## src/rtl/msrh_cmt_collector_pkg.sv

```systemverilog
// msrh_cmt_collector_pkg: shared sizes and bus types for the in-order completion tracker
package msrh_cmt_collector_pkg;
    localparam int ENTRY_SIZE = 16;
    localparam int DISP_SIZE  = 4;
    localparam int DONE_PORTS = 4;
    localparam int IDX_W      = $clog2(ENTRY_SIZE);
    localparam int CMT_ID_W   = IDX_W + 1;
    typedef logic [CMT_ID_W-1:0]  cmt_id_t;
    typedef logic [DISP_SIZE-1:0] grp_t;
    typedef struct packed {
        cmt_id_t cmt_id;
        grp_t    grp_id;
        logic    flush;
    } commit_blk_t;
    typedef struct packed {
        logic    valid;
        cmt_id_t cmt_id;
        grp_t    grp_id;
        logic    except;
    } done_rpt_t;
    function automatic logic [IDX_W-1:0] idx_of(cmt_id_t id);
        return id[IDX_W-1:0];
    endfunction
    function automatic logic wrap_of(cmt_id_t id);
        return id[CMT_ID_W-1];
    endfunction
endpackage

```

## src/rtl/msrh_cmt_collector_if.sv

```systemverilog
// msrh_cmt_collector_if: dispatch, done-report and commit signals of the completion tracker
interface msrh_cmt_collector_if;
    import msrh_cmt_collector_pkg::*;
    logic                        disp_fire;
    grp_t                        disp_valid;
    logic                        disp_ready;
    cmt_id_t                     disp_cmt_id;
    done_rpt_t [DONE_PORTS-1:0]  done;
    logic                        commit_valid;
    commit_blk_t                 commit;
    logic                        empty;
    modport master (
        output disp_fire, disp_valid, done,
        input  disp_ready, disp_cmt_id, commit_valid, commit, empty
    );
    modport slave (
        input  disp_fire, disp_valid, done,
        output disp_ready, disp_cmt_id, commit_valid, commit, empty
    );
endinterface

```

## src/rtl/msrh_cmt_collector_wrap_ptr.sv

```systemverilog
// msrh_cmt_collector_wrap_ptr: wrap-bit pointer with increment and load, load winning
module msrh_cmt_collector_wrap_ptr
    import msrh_cmt_collector_pkg::*;
(
    input  logic    clk,
    input  logic    rst,
    input  logic    inc,
    input  logic    load,
    input  cmt_id_t load_val,
    output cmt_id_t ptr
);
    always_ff @(posedge clk)
        ptr <= rst ? '0 : load ? load_val : inc ? cmt_id_t'(ptr + 1'b1) : ptr;
endmodule

```

## src/rtl/msrh_cmt_collector.sv

```systemverilog
// msrh_cmt_collector: gathers per-lane done reports and retires dispatch groups in age order
module msrh_cmt_collector
    import msrh_cmt_collector_pkg::*;
(
    input  logic clk,
    input  logic rst,
    msrh_cmt_collector_if.slave bus
);
    cmt_id_t                        head, tail;
    logic [IDX_W-1:0]               hidx, tidx, pidx;
    logic [ENTRY_SIZE-1:0]          e_valid, e_wrap, e_exc;
    grp_t [ENTRY_SIZE-1:0]          e_lanes, e_done, done_set;
    logic [ENTRY_SIZE-1:0]          exc_set, alloc, retire;
    logic [DONE_PORTS-1:0]          hit;
    logic                           full, head_cpl, flush_now, disp_en;

    always_comb begin
        hidx      = idx_of(head);
        tidx      = idx_of(tail);
        full      = (hidx == tidx) && (wrap_of(head) != wrap_of(tail));
        head_cpl  = e_valid[hidx] && (e_done[hidx] == e_lanes[hidx]);
        flush_now = head_cpl && e_exc[hidx];
        disp_en   = bus.disp_fire && bus.disp_ready;
    end

    assign bus.disp_ready  = !full && !flush_now;
    assign bus.disp_cmt_id = tail;
    assign bus.empty       = head == tail;

    // Reports are merged per entry first so several ports hitting one group OR together.
    always_comb begin
        alloc    = '0;
        retire   = '0;
        done_set = '0;
        exc_set  = '0;
        hit      = '0;
        pidx     = '0;
        alloc[tidx]  = disp_en;
        retire[hidx] = head_cpl;
        for (int p = 0; p < DONE_PORTS; p++) begin
            pidx   = idx_of(bus.done[p].cmt_id);
            hit[p] = bus.done[p].valid && e_valid[pidx] && !flush_now &&
                     (e_wrap[pidx] == wrap_of(bus.done[p].cmt_id)) &&
                     |(bus.done[p].grp_id & e_lanes[pidx]);
            if (hit[p]) begin
                done_set[pidx] = done_set[pidx] | (bus.done[p].grp_id & e_lanes[pidx]);
                exc_set[pidx]  = exc_set[pidx] | bus.done[p].except;
            end
        end
    end

    msrh_cmt_collector_wrap_ptr u_head (
        .clk(clk), .rst(rst), .inc(head_cpl), .load(1'b0), .load_val('0), .ptr(head)
    );
    msrh_cmt_collector_wrap_ptr u_tail (
        .clk(clk), .rst(rst), .inc(disp_en), .load(flush_now),
        .load_val(cmt_id_t'(head + 1'b1)), .ptr(tail)
    );

    always_ff @(posedge clk) begin
        if (rst) begin
            e_valid <= '0;
            e_wrap  <= '0;
            e_exc   <= '0;
            e_lanes <= '0;
            e_done  <= '0;
        end else begin
            e_valid <= alloc | (e_valid & ~retire & {ENTRY_SIZE{!flush_now}});
            for (int i = 0; i < ENTRY_SIZE; i++) begin
                e_wrap[i]  <= alloc[i] ? wrap_of(tail) : e_wrap[i];
                e_lanes[i] <= alloc[i] ? bus.disp_valid : e_lanes[i];
                e_done[i]  <= alloc[i] ? '0 : e_done[i] | done_set[i];
                e_exc[i]   <= alloc[i] ? 1'b0 : e_exc[i] | exc_set[i];
            end
        end
    end

    always_ff @(posedge clk) begin
        if (rst) begin
            bus.commit_valid <= 1'b0;
            bus.commit       <= '0;
        end else begin
            bus.commit_valid <= head_cpl;
            bus.commit       <= head_cpl ? '{cmt_id: head, grp_id: e_lanes[hidx], flush: flush_now} : '0;
        end
    end

    a_disp_nonempty: assert property (@(posedge clk) disable iff (rst) bus.disp_fire |-> |bus.disp_valid)
        else $error("dispatch fired with an empty lane mask");
endmodule

```

## src/flat_wrapper.sv

```systemverilog
// flat-port wrapper written by rule: the top's interface ports become plain ports
module msrh_cmt_collector_flat import msrh_cmt_collector_pkg::*;
  (clk, rst, bus_disp_fire, bus_disp_valid, bus_done, bus_disp_ready, bus_disp_cmt_id, bus_commit_valid, bus_commit, bus_empty);
  msrh_cmt_collector_if bus_i ();
  input  logic clk;
  input  logic rst;
  input wire logic [$bits(bus_i.disp_fire)-1:0] bus_disp_fire;
  input wire logic [$bits(bus_i.disp_valid)-1:0] bus_disp_valid;
  input wire logic [$bits(bus_i.done)-1:0] bus_done;
  output wire logic [$bits(bus_i.disp_ready)-1:0] bus_disp_ready;
  output wire logic [$bits(bus_i.disp_cmt_id)-1:0] bus_disp_cmt_id;
  output wire logic [$bits(bus_i.commit_valid)-1:0] bus_commit_valid;
  output wire logic [$bits(bus_i.commit)-1:0] bus_commit;
  output wire logic [$bits(bus_i.empty)-1:0] bus_empty;
  assign bus_i.disp_fire = bus_disp_fire;
  assign bus_i.disp_valid = bus_disp_valid;
  assign bus_i.done = bus_done;
  assign bus_disp_ready = bus_i.disp_ready;
  assign bus_disp_cmt_id = bus_i.disp_cmt_id;
  assign bus_commit_valid = bus_i.commit_valid;
  assign bus_commit = bus_i.commit;
  assign bus_empty = bus_i.empty;
  msrh_cmt_collector u_core (.clk(clk), .rst(rst), .bus(bus_i));
endmodule
```

## config.mk

```make
export PLATFORM = sky130hd
export DESIGN_NAME = msrh_cmt_collector_flat
export DESIGN_NICKNAME = d
export VERILOG_FILES = /design/src/rtl/msrh_cmt_collector_pkg.sv /design/src/rtl/msrh_cmt_collector_if.sv /design/src/rtl/msrh_cmt_collector_wrap_ptr.sv /design/src/rtl/msrh_cmt_collector.sv /design/src/flat_wrapper.sv
export SDC_FILE = /design/constraint.sdc
export NUM_CORES = 1
export LEC_CHECK = 0
export ABC_AREA = 1
export BUFFER_PORTS_ARGS = -buffer_cell sky130_fd_sc_hd__buf_2
export CAP_MARGIN = 10
export CORE_AREA = 2 2 205 207
export DETAILED_ROUTE_END_ITERATION = 12
export DIE_AREA = 0 0 207 209
export PLACE_DENSITY = 0.58
export SLEW_MARGIN = 20
export SYNTH_ARGS = -nofsm -noshare
export SYNTH_HDL_FRONTEND = slang
export SYNTH_SLANG_ARGS = --single-unit
```

## constraint.sdc

```tcl
create_clock -name clk -period 5.9 [get_ports clk]
set_input_delay 1.475 -clock clk [delete_from_list [all_inputs] [get_ports clk]]
set_output_delay 1.475 -clock clk [all_outputs]
set_load 0.02 [all_outputs]
```

==> Word level (Yosys, flattened, before mapping) <==
Memory sizes are Yosys's and may differ from the RTL's.
Cells that the tools add are included.
{ "op_classes": {"addsub": 2, "order_cmp": 12, "eq_ne": 8, "n_mux": 82, "bitwise": 53, "reduce_logical": 51} }
{ "op_table": {"columns": ["operator", "count"], "rows": [
  ["$mux 64", 4],
  ["$bwmux 64", 3],
  ["$bmux 4 s4", 9],
  ["$and 16x16->16", 5],
  ["$or 4x4->4", 20],
  ["$and 64x64->64", 1],
  ["$demux 4 s4", 4],
  ["$mux 16", 4],
  ["$mux 4", 14],
  ["$bmux 1 s4", 13],
  ["$bwmux 16", 3],
  ["$reduce_or 2->1", 17],
  ["$lt 4x5->1 const B", 6],
  ["$logic_and 1x1->1", 27],
  ["$demux 1 s4", 6],
  ["$ge 4x1->1 const B", 6],
  ["$mux 1", 20],
  ["$or 1x1->1", 20],
  ["$and 4x4->4", 4],
  ["$not 16->16", 1],
  ["$or 16x16->16", 1],
  ["$reduce_or 4->1", 4],
  ["$add 5x1->5 const B", 2],
  ["$mux 5", 2],
  ["other kinds (7)", 12]
]} }
{ "totals": {"regBits": 197, "romBits": 80, "in_bits": 51, "out_inout_bits": 18, "word_cells": 281, "memories": 2} }
{ "mem_list": {"columns": ["name", "depth", "width", "read_ports", "rd_ports_with_merged_regs", "write_ports", "line_no", "source"], "rows": [
  ["(no name shown)", 16, 4, 1, 0, 0, "msrh_cmt_collector.sv:46", "done_set[pidx] = done_set[pidx] | (bus.done[p].grp_id & e_lanes[pidx]);"],
  ["(no name shown)", 16, 1, 1, 0, 0, "msrh_cmt_collector.sv:47", "exc_set[pidx] = exc_set[pidx] | bus.done[p].except;"]
]} }

==> Longest topological paths before layout <==
Gate-level depths: netlist of the first run.
{ "depth": {"word_depth": 26, "mapped_depth": 42, "depth_no_buf": 37} }

==> By module <==
Synthesis of the first run repeated with hierarchy kept, for this count alone.
{ "unflattened": {"hier_cells": 3309, "area_unflattened_um2": 18422.7} }
{ "by_module_without_submodules": {"columns": ["mod", "n_inst", "cells_each", "area_each_um2", "seq_area_each_um2"], "rows": [
  ["msrh_cmt_collector", 1, 3223, 17817.1, 3743.6],
  ["msrh_cmt_collector_wrap_ptr", 2, 43, 302.8, 100.1]
]} }

==> Worst setup path after synthesis of the first run <==
OpenSTA, ideal clock, no wires.
{ "synth_path": {"path_type": "input -> register", "from": "input port bus_done[16]", "to": "register u_core.e_done[53] (netlist bit)", "setup_ns": 0.120, "arrival_ns": 5.127, "required_time_ns": 5.780, "slack_ns": 0.653, "stages": 28, "n_path_buf": 5, "path_cell_list": "buf_4 > inv_2 > nor2_4 > inv_2 > buf_2 > o22ai_1 > o21ai_1 > a41oi_2 > nor3_1 > nor3_1 > nand2_2 > buf_4 > nor3_1 > nand3_1 > nand3_1 > nand2_1 > o21ai_1 > nand2_1 > nor2_2 > buf_4 > nand3_1 > nand3_1 > nand3_1 > a21oi_1 > nand4_2 > buf_6 > nand2_1 > a21oi_1"} }
{ "synth_via": {"elab_chain_len": 18, "word_cells_on_any_way": 34, "classes_between": "order compare (2); eq/ne (1); mux (20); bitwise (5); reduce/logical (6)"} }
{ "synth_lines": {"columns": ["element", "line_no", "source"], "rows": [
  ["start, declared", "flat_wrapper.sv:9", "input wire logic [$bits(bus_i.done)-1:0] bus_done;"],
  ["parallel branches: the longest is 6 deep, another holds $lt 4x5->1", null, null],
  ["$mux 64 (*)", "msrh_cmt_collector.sv:45", "if (hit[p]) begin"],
  ["$bmux 4 s4", "msrh_cmt_collector.sv:46", null],
  ["$mux 4 (not written as such)", "msrh_cmt_collector.sv:46", null],
  ["$or 4x4->4", "msrh_cmt_collector.sv:46", null],
  ["$bwmux 64", "msrh_cmt_collector.sv:46", null],
  ["$mux 64 (*)", "msrh_cmt_collector.sv:45", null],
  ["$bmux 4 s4", "msrh_cmt_collector.sv:46", null],
  ["$mux 4 (not written as such)", "msrh_cmt_collector.sv:46", null],
  ["$or 4x4->4", "msrh_cmt_collector.sv:46", null],
  ["$bwmux 64", "msrh_cmt_collector.sv:46", null],
  ["$mux 64 (*)", "msrh_cmt_collector.sv:45", null],
  ["$or 4x4->4 (*)", "msrh_cmt_collector.sv:72", "e_done[i] <= alloc[i] ? '0 : e_done[i] | done_set[i];"],
  ["end signal, assigned by index", "msrh_cmt_collector.sv:72", null],
  ["end, declared", "msrh_cmt_collector.sv:12", "grp_t [ENTRY_SIZE-1:0] e_lanes, e_done, done_set;"]
]} }
Every way passes the cells marked *. The select of a mux whose other input is x is not followed.
A chain may end at the register's enable or synchronous reset.

==> Worst setup path after layout of the first run <==
{ "layout_path": {"from": "input port bus_done[5]", "to": "register u_core.e_done[53] (netlist bit)"} }
{ "layout_via": {"elab_chain_len": 23, "word_cells_on_any_way": 39, "classes_between": "order compare (2); eq/ne (1); mux (22); bitwise (7); reduce/logical (6); memory (1)"} }
{ "layout_lines": {"columns": ["element", "line_no"], "rows": [
  ["parallel branches: the longest is 6 deep, another holds $lt 4x5->1", null],
  ["$mux 64 (*)", "msrh_cmt_collector.sv:45"],
  ["$bmux 4 s4", "msrh_cmt_collector.sv:46"],
  ["$mux 4 (not written as such)", "msrh_cmt_collector.sv:46"],
  ["$or 4x4->4", "msrh_cmt_collector.sv:46"],
  ["$bwmux 64", "msrh_cmt_collector.sv:46"],
  ["$mux 64 (*)", "msrh_cmt_collector.sv:45"],
  ["$bmux 4 s4", "msrh_cmt_collector.sv:46"],
  ["[... 2 more ...]", null],
  ["$bwmux 64", "msrh_cmt_collector.sv:46"],
  ["$mux 64 (*)", "msrh_cmt_collector.sv:45"],
  ["$bmux 4 s4", "msrh_cmt_collector.sv:46"],
  ["$mux 4 (not written as such)", "msrh_cmt_collector.sv:46"],
  ["$or 4x4->4", "msrh_cmt_collector.sv:46"],
  ["$bwmux 64", "msrh_cmt_collector.sv:46"],
  ["$mux 64 (*)", "msrh_cmt_collector.sv:45"],
  ["$or 4x4->4 (*)", "msrh_cmt_collector.sv:72"]
]} }
Marked as above.

==> impl_metrics.tcl, run 1 <==
set metrics [dict create \
    status "complete, no violations" \
    vdd_drop_max_v 0.000259 \
    grt_pass1_vias 24718 \
    maxSlewViolCount 0 \
    rsz0062_at_grt "yes" \
    ant_nets 0 \
    ys_seq_elements 197 \
    place_congestion 1.13 \
    required_ns 6.30 \
    synth_area_um2 18300 \
    numCtsBuffers 17 \
    syn2layout_area_growth_pct 29.7 \
    layout_commonest_cell "nand2_1" \
    max_freq_mhz 178 \
    critPathMaxFanout 16 \
    overflow 0 \
    grt_max_degree 81 \
    finalSetupViolCount 0 \
    firstDrtPassIters 7 \
    cap_violations 0 \
    root_buffer "clkbuf_16" \
    leakage_nw 10.8 \
    cts_hold_buf 0 \
    start_kind "input pin" \
    final_nets 3807 \
    nFillCells 4206 \
    drtIter0Drc 3880 \
    grt_pass1_wl_um 151000 \
    die-area_um2 43300 \
    syn-num-nets 3330 \
    layout_common_cells "nand2_1, buf_4, nand3_1, inv_1, nor2_1" \
    cp.arrival_ns 6.02 \
    synthCells 3271 \
    start_util_pct 44.4 \
    netlist.area_leader.share_pct 21.5 \
    track_usage_pct 46.2 \
    synth.area.top_cells "dfxtp_1, nand2_1, nand3_1, inv_1, o21ai_0" \
    io_pins 69 \
    fin_setup_tns_ns 0 \
    seq_area_frac_synth_pct 21.5 \
    fp.dieW_um 207 \
    cts_tree "yes" \
    synth_enable_flop_cells 0 \
    crit_path_end_kind "flip-flop" \
    io_buffers 68 \
    utilization_pct 57.5 \
    max_stage_delay_ns 0.20 \
    num_vias 26402 \
    rows 75 \
    cts.sinks 197 \
    insertion_delay_ns 0.52 \
    ys_async_sr_fraction_pct 0 \
    ys_types 54 \
    dp_hpwl_um 78600 \
    fin_crit_ns 5.62 \
    core_area_um2 41300 \
    slew-limit-headroom_pct 38.9 \
    fp.dieH_um 209 \
    critical_path_class "in2reg" \
    cts_buffer_depth 2 \
    ys_warn_count 0 \
    drive_gt1_share_pct 20.5 \
    hold_violations 0 \
    crit_path_frequent_cell "nand2_1" \
    cts.clk_slew.worst_paths_ns 0.09 \
    total_power_mw 4.27 \
    skew_ns 0.0163 \
    whs_ns 0.496 \
    syn_avg_cell_area_um2 5.60 \
    min_period_over_period_pct 95.2 \
    routed_wl_um 103000 \
    drc 0 \
    synth_ff_type "dfxtp_1" \
    htreeDepth 4 \
    hp-class "reg2reg" \
    synth_area_leader_cell "dfxtp_1" \
    wl_per_cell_um 24.0 \
    via_per_inst 6.14 \
    antenna_found_initial 0 \
    worst_slew_pin_slew_ns 0.915 \
    slowest_stage "a21oi_2" \
    power.density_nw_per_um2 180 \
]
[through the flow]
stage / area (um^2) / instances / setup slack [ns]
after floorplan: 18300 / 3271 / 0.653
after global placement: 23000 / 4266 / -0.344
after detailed placement: 23000 / 4266 / -0.390
after CTS: 23600 / 4298 / 0.144
after global routing: 23700 / 4300 / -0.00518
final: 23700 / 4301 / 0.282
[final timing paths]
check,slack [ns],cells past startpoint,from,endpoint
worst max register to register,0.35,36,u_core.u_head.ptr[1],u_core.e_done[10]
worst min register to register,0.50,2,u_core.e_valid[11],u_core.e_valid[11]
worst min-delay path,0.50,2,u_core.e_valid[11],u_core.e_valid[11]
worst max-delay path,0.28,40,bus_done[5],u_core.e_done[53]
[state kept, by name, summed over array words and instances (netlist names), 5 cells and up]
signal,flops
u_core.e_wrap,16
u_core.bus.commit,10
u_core.e_lanes,64
u_core.e_exc,16
u_core.u_tail.ptr,5
u_core.u_head.ptr,5
u_core.e_valid,16
u_core.e_done,64
[logic make-up (layout without fill, tap and decap cells)]
kind of cell               after synthesis  in the layout  synth area share (%)
buffers and inverters                  604           1094                  13.9
other                                    0              1                     0
and+or+nand+nor                       1706           1706                  40.3
AOI/OAI and AO/OA                      746            746                  23.2
adders and majority gates                8              8                 0.547
xor gates and xnor gates                10             10                 0.478
DFF                                    197            197                  21.5
[critical path, delay by kind of cell]
family,cells,cell delay [ns]
simple gates,24,2.10
buf+inv,10,1.56
compound gates,6,0.86
[report_power, final]
group	switching, mW	leakage [nW]	internal (mW)
Sequential	0.0940	1.59	1.42
Combinational	1.09	8.88	0.446
Clock	0.652	0.280	0.567
[Yosys cell counts, types with 9 or more instances]
| cell type | n |
|---|---|
| nand2_1 | 861 |
| nand3_1 | 414 |
| inv_1 | 413 |
| nor2_1 | 297 |
| o21ai_0 | 252 |
| a21oi_1 | 226 |
| dfxtp_1 | 197 |
| o22ai_1 | 126 |
| clkbuf_1 | 71 |
| nand4_1 | 58 |
| buf_2 | 49 |
| o21ai_1 | 38 |
| o211ai_1 | 35 |
| buf_4 | 26 |
| buf_6 | 15 |
| inv_2 | 14 |
| a31o_2 | 12 |
| nor3_1 | 12 |
| a22oi_1 | 11 |
| nor2_2 | 11 |
| nor2_4 | 11 |
| or2_2 | 10 |
| o21bai_1 | 9 |
| o221ai_1 | 9 |
[layer usage]
metal | wire [um] | track usage [%]
met4 | 9790 | 37.1
met3 | 11300 | 9.71
met1 | 37100 | 54.6
met2 | 44900 | 72.9
met5 | 0 | 0
[area by class of cell]
type	instances	area, um^2	area share (%)
timing repair buffer	628	5000	21.1
clock inverter	14	160	0.675
clock buffer	18	429	1.81
antenna	1	2.50	0.0105
sequential	197	3950	16.6
tap	539	674	2.84
multi-input combinational	2470	11900	50.1
inverter	434	1630	6.87
[what timing repair did]
action                                  4_1_cts  5_1_grt
buffers inserted                              0        2
endpoints found under the setup margin        0       80
resized for setup                             0       26
No activity file was read; power rests on OpenSTA's default activity.
==> run 2, diff against run 1 <==
Settings changed: BUFFER_PORTS_ARGS -buffer_cell sky130_fd_sc_hd__buf_2 to -buffer_cell sky130_fd_sc_hd__buf_4.
==> run 2 against run 1 <==
First-iteration DRC count is 1.6% lower. Clock power hardly changed. Final cell count is 0.88% lower. Non-clock buffer count is 42 lower. Design area is 0.31% lower. Register-to-register slack better by 0.11 ns.
==> impl_metrics.tcl, run 2 (synthesized netlist as in run 1, its figures left out) <==
set metrics [dict create \
    rows 75 \
    io_buffers 68 \
    root_buffer "clkbuf_16" \
    leakage_nw 10.6 \
    routed_wl_um 101000 \
    wl_per_cell_um 23.7 \
    required_ns 6.25 \
    cts_tree "yes" \
    start_util_pct 44.4 \
    cts_hold_buf 0 \
    fp.dieH_um 209 \
    vdd_drop_max_v 0.000237 \
    fin_crit_ns 5.66 \
    fin_cells 4263 \
    dp_slack_ns -0.396 \
    insertion_delay_ns 0.48 \
    place_congestion 1.06 \
    hold_violations 0 \
    cts_buffer_depth 2 \
    total_power_mw 4.26 \
    dp_hpwl_um 76100 \
    crit_path_end_kind "flip-flop" \
    slowest_stage "nand4_1" \
    final_nets 3768 \
    critPathMaxFanout 22 \
    antenna_found_initial 1 \
    drive_gt1_share_pct 19.8 \
    skew_ns 0.0217 \
    cp.arrival_ns 6.01 \
    grt_max_degree 84 \
    core_area_um2 41300 \
    grt_pass1_wl_um 148000 \
    layout_commonest_cell "nand2_1" \
    finalSetupViolCount 0 \
    firstDrtPassIters 8 \
    hp-class "reg2reg" \
    slew-limit-headroom_pct 33.5 \
    io_pins 69 \
    layout_common_cells "nand2_1, buf_4, nand3_1, inv_1, nor2_1" \
    via_per_inst 6.06 \
    fin_ws_ns 0.241 \
    cts.sinks 197 \
    numCtsBuffers 17 \
    cts.clk_slew.worst_paths_ns 0.08 \
    dpl.cell_count 4218 \
    grt_pass1_vias 24336 \
    reg.largest.list "u_core.e_done x64, u_core.e_lanes x64" \
    overflow 0 \
    die-area_um2 43300 \
    drtIter0Drc 3816 \
    fp.dieW_um 207 \
    num_vias 25849 \
    maxSlewViolCount 0 \
    ant_nets 0 \
    power.density_nw_per_um2 180 \
    cp_num_buf_inv 11 \
    syn2layout_area_growth_pct 29.3 \
    nFillCells 4203 \
    start_kind "input pin" \
    critPathTopFamily "simple AND/OR/NAND/NOR gates" \
    track_usage_pct 45.0 \
    max_freq_mhz 177 \
    min_period_over_period_pct 95.9 \
    critical_path_class "in2reg" \
    worst_slew_pin_slew_ns 0.994 \
    crit_path_frequent_cell "buf_4" \
    status "complete, no violations" \
    cap_violations 0 \
    max_stage_delay_ns 0.25 \
    drc 0 \
    htreeDepth 4 \
    rsz0062_at_grt "yes" \
]
[run 2: cell count changes in the layout (fill, tap and decap cells not counted), moves of 4 or more]
| cell | before | now |
|---|---|---|
| o21ai_1 | 42 | 37 |
| nor2_1 | 289 | 282 |
| nor2_2 | 18 | 23 |
| buf_2 | 68 | 0 |
| nor2_4 | 12 | 16 |
| buf_4 | 522 | 549 |
| o21ai_0 | 246 | 250 |
[run 2: timing repair]
| item | CTS | global route |
|---|---|---|
| gates resized for setup | 0 | 32 |
| buffers inserted | 0 | 8 |
| setup endpoints to repair | 0 | 80 |
| hold endpoints to repair | 0 | 0 |
[run 2: worst reg2reg max path: cells and delay by family (launching register included)]
kind	cells	cell delay, ns
flops	1	0.37
buf+inv	7	1.38
compound gates	3	0.43
simple gates	27	3.13
[run 2: path summary, 6_finish.rpt]
path	slack [ns]	cells after the start	endpoint	start
worst max-delay path	0.24	33	u_core.e_done[10]	bus_done[17]
worst min-delay path	0.49	2	u_core.e_valid[11]	u_core.e_valid[11]
worst max register to register	0.46	37	u_core.e_done[36]	u_core.u_head.ptr[0]
worst min register to register	0.49	2	u_core.e_valid[11]	u_core.e_valid[11]
[run 2: power breakdown]
| group | total (mW) | switching, mW | internal, mW |
|---|---|---|---|
| registers | 1.52 | 0.105 | 1.42 |
| clock network | 1.25 | 0.626 | 0.620 |
| logic | 1.49 | 1.04 | 0.449 |
[run 2: layer usage]
layer | part of all wire (%) | wire length [um] | track usage [%] | vias to the layer above
met1 | 35 | 35800 | 52.1 | 11714
met4 | 10 | 10300 | 38.3 | 0
met3 | 11 | 10900 | 9.14 | 531
li1 | - | - | - | 11718
met5 | 0 | 0 | 0.334 | -
met2 | 44 | 44200 | 71.2 | 1886
[run 2: layout make-up]
class	count	area [um^2]	area share, %
timing repair buffer	586	4850	20.5
clock buffer	20	447	1.89
multi-input combinational	2473	11900	50.5
inverter	434	1640	6.91
clock inverter	12	159	0.671
tap	539	674	2.85
sequential	197	3950	16.7
antenna	2	5.00	0.0211
[run 2: per-stage QoR]
stage	hold slack (ns)	cell area, um^2	utilization, %	setup TNS [ns]
3_3_place_gp	0.469	22800	55.3	-14.61
6_report	0.494	23700	57.3	0
3_5_place_dp	0.477	22800	55.3	-18.69
5_1_grt	0.514	23700	57.3	-0.0284
2_1_floorplan	0.457	18300	-	0
4_1_cts	0.488	23400	56.8	0
